===== config.mk =====
export PLATFORM = sky130hd
export DESIGN_NAME = block_cmd_gen
export DESIGN_NICKNAME = d
export VERILOG_FILES = /design/src/rtl/block_cmd_gen.sv
export SDC_FILE = /design/constraint.sdc
export NUM_CORES = 1
export LEC_CHECK = 0
export CAP_MARGIN = 20
export CELL_PAD_IN_SITES_DETAIL_PLACEMENT = 0
export CELL_PAD_IN_SITES_GLOBAL_PLACEMENT = 1
export CORE_AREA = 4 4 139 141
export DETAILED_ROUTE_END_ITERATION = 10
export DIE_AREA = 0 0 143 145
export GPL_TIMING_DRIVEN = 0
export PLACE_DENSITY = 0.56
export RECOVER_POWER = 100
export SYNTH_ARGS = -nofsm -noshare
export SYNTH_HDL_FRONTEND = slang
export SYNTH_SLANG_ARGS = --single-unit

===== constraint.sdc =====
create_clock -name clk -period 3.1 [get_ports clk]
set_input_delay 0.62 -clock clk [delete_from_list [all_inputs] [get_ports clk]]
set_output_delay 0.62 -clock clk [all_outputs]
set_load 0.01 [all_outputs]

===== src/rtl/block_cmd_gen.sv =====
// block_cmd_gen: turns raw player buttons and a gravity timer into
// single-cycle, mutually exclusive move commands (drop/left/right/ro)
// for the block position register. Everything restarts on err.
module block_cmd_gen #(
    parameter int unsigned GRAVITY_DIV  = 25_000_000,
    parameter int unsigned SOFT_DIV     = 2_500_000,
    parameter int unsigned REPEAT_DELAY = 10_000_000,
    parameter int unsigned REPEAT_RATE  = 3_000_000
) (
    input  logic clk,
    input  logic err,
    input  logic enable,
    input  logic btn_left,
    input  logic btn_right,
    input  logic btn_rot,
    input  logic btn_down,
    output logic drop,
    output logic left,
    output logic right,
    output logic ro
);

    // Button bit positions inside the synchroniser vectors
    localparam int B_LEFT  = 0;
    localparam int B_RIGHT = 1;
    localparam int B_ROT   = 2;
    localparam int B_DOWN  = 3;

    // Terminal counts; counters run 0..N-1
    localparam logic [31:0] G_LAST     = GRAVITY_DIV - 1;
    localparam logic [31:0] S_LAST     = SOFT_DIV - 1;
    localparam logic [31:0] REP_LAST   = REPEAT_DELAY - 1;
    localparam logic [31:0] REP_RELOAD = REPEAT_DELAY - REPEAT_RATE;

    logic [3:0]  btn_raw;
    logic [3:0]  s1_q, s1_d;
    logic [3:0]  s2_q, s2_d;
    logic [3:0]  s3_q, s3_d;
    logic [3:0]  press;

    logic [31:0] gcnt_q, gcnt_d;
    logic [31:0] lcnt_q, lcnt_d;
    logic [31:0] rcnt_q, rcnt_d;
    logic [31:0] period_last;
    logic        gfire;
    logic        lreq;
    logic        rreq;

    // Pending flags and registered outputs, ordered {drop, left, right, rot}
    logic [3:0]  pend_q, pend_d;
    logic [3:0]  cmd_q, cmd_d;
    logic [3:0]  req;
    logic [3:0]  grant;

    assign btn_raw = {btn_down, btn_rot, btn_right, btn_left};

    assign drop  = cmd_q[3];
    assign left  = cmd_q[2];
    assign right = cmd_q[1];
    assign ro    = cmd_q[0];

    // One hold-counter step for a horizontal direction: returns {request, next count}.
    // A press restarts the count; reaching the delay reloads so later repeats
    // come every REPEAT_RATE cycles; releasing clears.
    function automatic logic [32:0] repeat_step(input logic pressed,
                                                input logic held,
                                                input logic [31:0] cnt);
        logic        r;
        logic [31:0] n;
        r = 1'b0;
        n = 32'd0;
        if (pressed) begin
            r = 1'b1;
            n = 32'd0;
        end else if (held) begin
            if (cnt == REP_LAST) begin
                r = 1'b1;
                n = REP_RELOAD;
            end else begin
                n = cnt + 32'd1;
            end
        end
        return {r, n};
    endfunction

    // Two-flop synchroniser plus history flop; keeps tracking while paused
    always_comb begin
        s1_d  = btn_raw;
        s2_d  = s1_q;
        s3_d  = s2_q;
        press = s2_q & ~s3_q;
    end

    // Gravity timer and horizontal auto-repeat counters; all hold while paused
    always_comb begin
        gcnt_d      = gcnt_q;
        lcnt_d      = lcnt_q;
        rcnt_d      = rcnt_q;
        gfire       = 1'b0;
        lreq        = 1'b0;
        rreq        = 1'b0;
        period_last = s2_q[B_DOWN] ? S_LAST : G_LAST;
        if (enable) begin
            // >= so that switching to soft drop with a large count fires at once
            if (gcnt_q >= period_last) begin
                gfire  = 1'b1;
                gcnt_d = 32'd0;
            end else begin
                gcnt_d = gcnt_q + 32'd1;
            end
            {lreq, lcnt_d} = repeat_step(press[B_LEFT], s2_q[B_LEFT], lcnt_q);
            {rreq, rcnt_d} = repeat_step(press[B_RIGHT], s2_q[B_RIGHT], rcnt_q);
        end
    end

    // Fixed-priority arbiter: issue one pending command, merge new requests
    always_comb begin
        req   = {gfire, lreq, rreq, press[B_ROT]};
        grant = 4'b0000;
        if (pend_q[3]) begin
            grant = 4'b1000;
        end else if (pend_q[2]) begin
            grant = 4'b0100;
        end else if (pend_q[1]) begin
            grant = 4'b0010;
        end else if (pend_q[0]) begin
            grant = 4'b0001;
        end
        if (enable) begin
            // A request landing on the flag being issued re-arms it for later
            pend_d = (pend_q & ~grant) | req;
            cmd_d  = grant;
        end else begin
            pend_d = 4'b0000;
            cmd_d  = 4'b0000;
        end
    end

    // State registers; err restarts every flop
    always_ff @(posedge clk) begin
        if (err) begin
            s1_q   <= 4'b0000;
            s2_q   <= 4'b0000;
            s3_q   <= 4'b0000;
            gcnt_q <= 32'd0;
            lcnt_q <= 32'd0;
            rcnt_q <= 32'd0;
            pend_q <= 4'b0000;
            cmd_q  <= 4'b0000;
        end else begin
            s1_q   <= s1_d;
            s2_q   <= s2_d;
            s3_q   <= s3_d;
            gcnt_q <= gcnt_d;
            lcnt_q <= lcnt_d;
            rcnt_q <= rcnt_d;
            pend_q <= pend_d;
            cmd_q  <= cmd_d;
        end
    end

endmodule


# Yosys cells after proc, flatten, opt, wreduce, memory -nomap -nowiden
# Cells that the tools add are included.
totals:
  word_cells: 43
  in_bits: 7
  reg_bits: 115
classes:
  n_eq_ne: 2
  addsub: 3
  n_bitwise: 6
  n_lt_le_gt_ge: 1
  reduce_logical: 1
  mux: 22
op_table:
  columns: ["cell", "count"]
  rows:
  - ["32-bit two-way mux", 7]
  - ["32-bit by 1-bit adder with 32-bit output, second input constant", 3]
  - ["32-bit by 24-bit equality test with 1-bit output, second input constant", 2]
  - ["32-bit by 25-bit >= comparator with 1-bit output", 1]
  - ["25-bit two-way mux", 1]
  - ["1-bit two-way mux", 11]
  - ["4-bit bitwise AND", 1]
  - ["4-bit two-way mux", 1]
  - ["4-bit NOT", 1]
  - ["4-bit OR", 1]
  - ["3-bit bitwise AND", 1]
  - ["3-bit two-way mux", 1]
  - ["3-bit NOT", 1]
  - ["2-bit two-way mux", 1]
  - ["2-bit OR reduction", 1]
  - ["1-bit NOT", 1]

# Logic depth before layout (Yosys ltp)
logic_depth:
  word_depth: 7
  ltp_mapped: 10
  ltp_nobuf: 8

# Worst setup path after synthesis
# OpenSTA, ideal clock, no wires.
synth_path:
  path_type: "reg2reg"
  from: "register s2_q[3]"
  to: "register gcnt_q[21]"
  period_less_slack_ps: 2430
  t_required_ps: 2983
  path_stages_with_launch: 11
  setup_time_ps: 117
  path_buffers: 2
  slack_ps: 670
  arrival_time_ps: 2312
  cell_sequence: "dfxtp_1 > inv_1 > ha_1 > o21a_1 > a311oi_1 > or4_1 > a31o_2 > a31oi_1 > buf_2 > buf_2 > nor2_1"
synth_via:
  elab_chain_len: 3
synth_rtl:
  columns: ["item", "line", "source"]
  rows:
  - ["from (decl)", "37", "logic [3:0] s2_q, s2_d;"]
  - ["from (signal assigned)", "143", "s2_q <= 4'b0000;"]
  - ["from (signal assigned)", "152", "s2_q <= s2_d;"]
  - ["25-bit two-way mux", "102", "period_last = s2_q[B_DOWN] ? S_LAST : G_LAST;"]
  - ["32-bit by 25-bit >= comparator with 1-bit output", "105", "if (gcnt_q >= period_last) begin"]
  - ["32-bit two-way mux", "105", null]
  - ["to (signal assigned)", "154", "gcnt_q <= gcnt_d;"]
  - ["to (decl)", "41", "logic [31:0] gcnt_q, gcnt_d;"]
# No other way between the ends.
# A chain may end at the register's enable or synchronous reset.

# Worst setup path after layout
layout_path:
  from: "register rcnt_q[14]"
  to: "register rcnt_q[13]"
layout_via:
  elab_chain_len: 4
layout_rtl:
  columns: ["item", "line", "source"]
  rows:
  - ["from (decl)", "43", "logic [31:0] rcnt_q, rcnt_d;"]
  - ["from (signal assigned)", "156", "rcnt_q <= rcnt_d;"]
  - ["32-bit by 24-bit equality test with 1-bit output", "76", "if (cnt == REP_LAST) begin"]
  - ["32-bit two-way mux", "76", null]
  - ["32-bit two-way mux", "75", "end else if (held) begin"]
  - ["32-bit two-way mux", "72", "if (pressed) begin"]
# No other way between the ends.

==> results by group <==
Min path
  – Path type of the worst min-delay path: register to register

Synth
  – Number of distinct library cells after synthesis: 47
  – Flip-flop and latch count after synthesis: between 100 and 150
  – Total nets after synthesis: between 700 and 800
  – Mean post-synth cell area: 7.91 µm²
  – Syn Std Cell Area: roughly 5700 µm²
  – Dominant synthesized flop cell: sky130_fd_sc_hd__dfxtp_1
  – Sequential area share after synthesis: ~40%
  – Fraction of the mapped netlist area in adder cells: between 3 and 4%
  – Cell types with the largest area share after synthesis: sky130_fd_sc_hd__dfxtp_1, sky130_fd_sc_hd__nor2_1, sky130_fd_sc_hd__o21ai_0
  – Number of enable-type register cells in the synthesized netlist: 0
  – Mux share of post-synthesis cell area: 0%
  – Synthesized instance count: 722
  – Combinational family with the most area after synthesis: simple AND/OR/NAND/NOR gates
  – Post-synthesis cell type with the largest combined area: sky130_fd_sc_hd__dfxtp_1
  – Post-synthesis compound-gate area fraction: between 15 and 20%
  – Portion of synthesized cell area occupied by the leading cell type: about two fifths
  – Ys async rst share: 0%
  – Count of synthesis-stage warnings from yosys: 0
  – Area share of xor/xnor cells in the synthesized design: under 10%
  – Simple logic cell fraction of the synthesized area: a little under a third

Power
  – Clock power share: about 57%
  – Worst IR drop on VDD: roughly 0.00038 V
  – Total net switching power: ~0.8 mW
  – Leakage dissipation: roughly 2.3 nW
  – Power per cell area: 550 nW/µm²
  – Switching part of the total power: 21.4%
  – Combinational fraction of design power: 2.4%
  – P_int: just under 3 mW
  – Seq pwr share: 40.5%

Layout
  – # nets final: between 700 and 800
  – Multi-input combinational cell area: roughly 3200 µm²
  – Sequential cell area: 2300 µm²
  – Layout overhead on the synthesized area: 17.5%
  – Core Util, Final: 37.4%
  – Fill cell instance count of the final layout: about 1900
  – Final instance area: between 6000 and 7000 µm²
  – Non-filler instance count after layout: between 900 and 1000
  – Diodes inserted: 0
  – Share of final-layout standard cells stronger than drive strength 1: approximately 5.2%

Clocking
  – CTS clock-pin slew for the worst setup and hold paths: roughly 0.06 ns
  – Root buffer selected by CTS: sky130_fd_sc_hd__clkbuf_16
  – CTS H-tree depth: 4
  – Clock buffer count from CTS: 17
  – Clock insertion delay at the later pin of the skew report: 0.42 ns
  – Clock Tree Buf Depth: 2
  – CTS sink cnt: 115
  – TritonCTS clock tree: built

Global route
  – Vias in the first global route: 5010
  – Antenna violations before repair: 0
  – Wire length of the first global-routing pass: roughly 27 mm
  – Total global routing track utilization: about 16%
  – Pin count of the biggest net entering global routing: 17
  – Leftover overflow at the end of global routing: 0

Critical path
  – Data arrival time of the critical path: roughly 3.1 ns
  – Critical setup path kind: register to register
  – CP max-delay cell: sky130_fd_sc_hd__or4_1
  – Endpoint required time on the critical path: 3.39 ns
  – Ordered list of cells on the worst path: or4_1 > or4_1 > nor3_1 > nor3_1 > clkbuf_1 > nand4_1 > o21ai_0
  – Startpoint class of the critical path: register
  – Maximum fanout encountered on the critical timing path: 10
  – Crit. End Element: register
  – Delay of the slowest cell on the worst path: 0.64 ns

Floorplan
  – Area of the die: between 20000 and 25000 µm²
  – Core outline area: approximately 18000 µm²
  – Die Width: 143 µm
  – I/O pins: 11
  – Rows: slightly below 50
  – Die span in y: 145 µm
  – Initial standard-cell utilization of the core: a little under a third

Detailed routing
  – DR pass1 iterations: 7
  – Average detailed-routed wire length per instance: roughly 17 µm
  – Residual DRC: 0
  – Number of nets with antenna violations after detailed routing: 0
  – Drt initial violations: roughly 410
  – Average vias per placed instance: around 5.4
  – Total wire length after detailed routing: between 15 and 20 mm
  – Vias after detailed routing: about 5400

Place
  – Placed cell count: 961
  – RD Place Congestion: roughly 0.8
  – DP Wirelength: between 10 and 15 mm
  – Setup slack after placement: ~0.056 ns
  – Area post-placement: between 6000 and 7000 µm²
  – Number of buffer cells added on primary ports: 9

Timing
  – Final critical delay including setup and external delays: approximately 2.9 ns
  – Setup violation total in the final timing report: 0
  – Setup Skew: around 0.0079 ns
  – Final hold violation count: 0
  – Slew Viols, Final: 0
  – Relative max-transition margin: about 37%
  – RSZ-0062 raised after global routing: false
  – Share of the clock period used by the worst path after layout: 92.0%
  – Final setup slack of the worst path: 0.247 ns
  – Max Clock Freq: roughly 0.35 GHz
  – Slew of the pin with the lowest slew margin: approximately 0.94 ns

Run status
  – Run status: finished clean

Run
  – Number of maximum-capacitance violations: 0
-- synthesized netlist by cell type (all sizes together) (7+ instances only) --
cell / instances
a21oi: 50
nor2b: 12
nand4: 33
inv: 8
clkbuf: 31
xor2: 25
nor3: 25
xnor2: 7
dfxtp: 115
nand3: 40
or4: 8
nor2: 80
a31oi: 29
nor4: 16
and2: 9
and3: 15
ha: 16
o21ai: 71
nand2: 74
-- path summary, 6_finish.rpt --
kind                                  from          to  slack, ns  depth (start not counted)
worst max-delay path            rcnt_q[14]  rcnt_q[13]       0.25                          7
worst min-delay path               s1_q[1]     s2_q[1]       0.44                          1
worst max register to register  rcnt_q[14]  rcnt_q[13]       0.25                          7
worst min register to register     s1_q[1]     s2_q[1]       0.44                          1
-- cell type report --
cell class | instances | area share (%)
multi-input cells | 564 | 48.0
flip-flops and latches | 115 | 34.3
clock buffers | 20 | 6.80
well taps | 229 | 4.27
clock inverters | 12 | 2.63
plain buffers | 35 | 2.11
repair buffers | 11 | 1.47
inverters | 8 | 0.447
-- per-stage QoR --
| step | power (mW) | setup TNS (ns) | hold WS, ns |
|---|---|---|---|
| after floorplan | 1.58 | 0 | 0.414 |
| after global placement | 1.62 | -1.63 | 0.428 |
| after detailed placement | 1.62 | 0 | 0.435 |
| after CTS | 3.75 | 0 | 0.450 |
| after global routing | 3.82 | 0 | 0.472 |
| final | 3.70 | 0 | 0.444 |
-- kinds of logic after synthesis --
group	count (synthesis)
compound gates	177
xor+xnor	32
fa+ha+maj	16
buf+inv	43
flops	115
simple gates	339
-- power by group through the flow --
stage / Clock [mW] / Sequential (mW) / Combinational (mW)
global route: 2.22 / 1.50 / 0.0998
detailed placement: 0 / 1.53 / 0.0905
CTS: 2.17 / 1.50 / 0.0908
global placement: 0 / 1.53 / 0.0902
finish: 2.11 / 1.50 / 0.0889
floorplan: 0 / 1.52 / 0.0520
-- worst max-delay path: cells and delay by family, from the launching register on --
family                 cells  cell delay [ns]
AO/OA/AOI/OAI              1             0.08
buffers and inverters      1             0.34
flip-flops                 1             0.36
AND/OR/NAND/NOR            5             1.93
-- registers in the layout, indices dropped and copies added, names as in the netlist --
signal	cells
pend_q	4
s2_q	4
lcnt_q	32
s3_q	3
cmd_q	4
gcnt_q	32
s1_q	4
rcnt_q	32
-- cell usage in the layout (no fill, tap or decap), types with 24 or more instances in the layout --
cell and count:
sky130_fd_sc_hd__nor3_1 24, sky130_fd_sc_hd__dfxtp_1 114, sky130_fd_sc_hd__a21oi_1 49, sky130_fd_sc_hd__nand2_1 74, sky130_fd_sc_hd__nand4_1 33, sky130_fd_sc_hd__nor2_1 80
sky130_fd_sc_hd__o21ai_0 64, sky130_fd_sc_hd__clkbuf_1 34, sky130_fd_sc_hd__a31oi_1 29, sky130_fd_sc_hd__xor2_1 25, sky130_fd_sc_hd__nand3_1 40
-- what timing repair did --
item | CTS | global route
setup buffers | 0 | 0
gates resized for setup | 0 | 1
setup endpoints to repair | 0 | 12
hold buffers | 0 | 0
-- metal layers --
| metal | wire length, µm | share of wire, % | up-vias | global-route usage [%] |
|---|---|---|---|---|
| met4 | 125 | 0.75 | 0 | 4.13 |
| met3 | 681 | 4.1 | 9 | 3.69 |
| met5 | 0 | 0 | - | 0 |
| li1 | - | - | 2718 | - |
| met1 | 8550 | 51 | 2575 | 23.8 |
| met2 | 7250 | 44 | 92 | 23.9 |
Note: power is estimated with default switching activity, not from simulation.
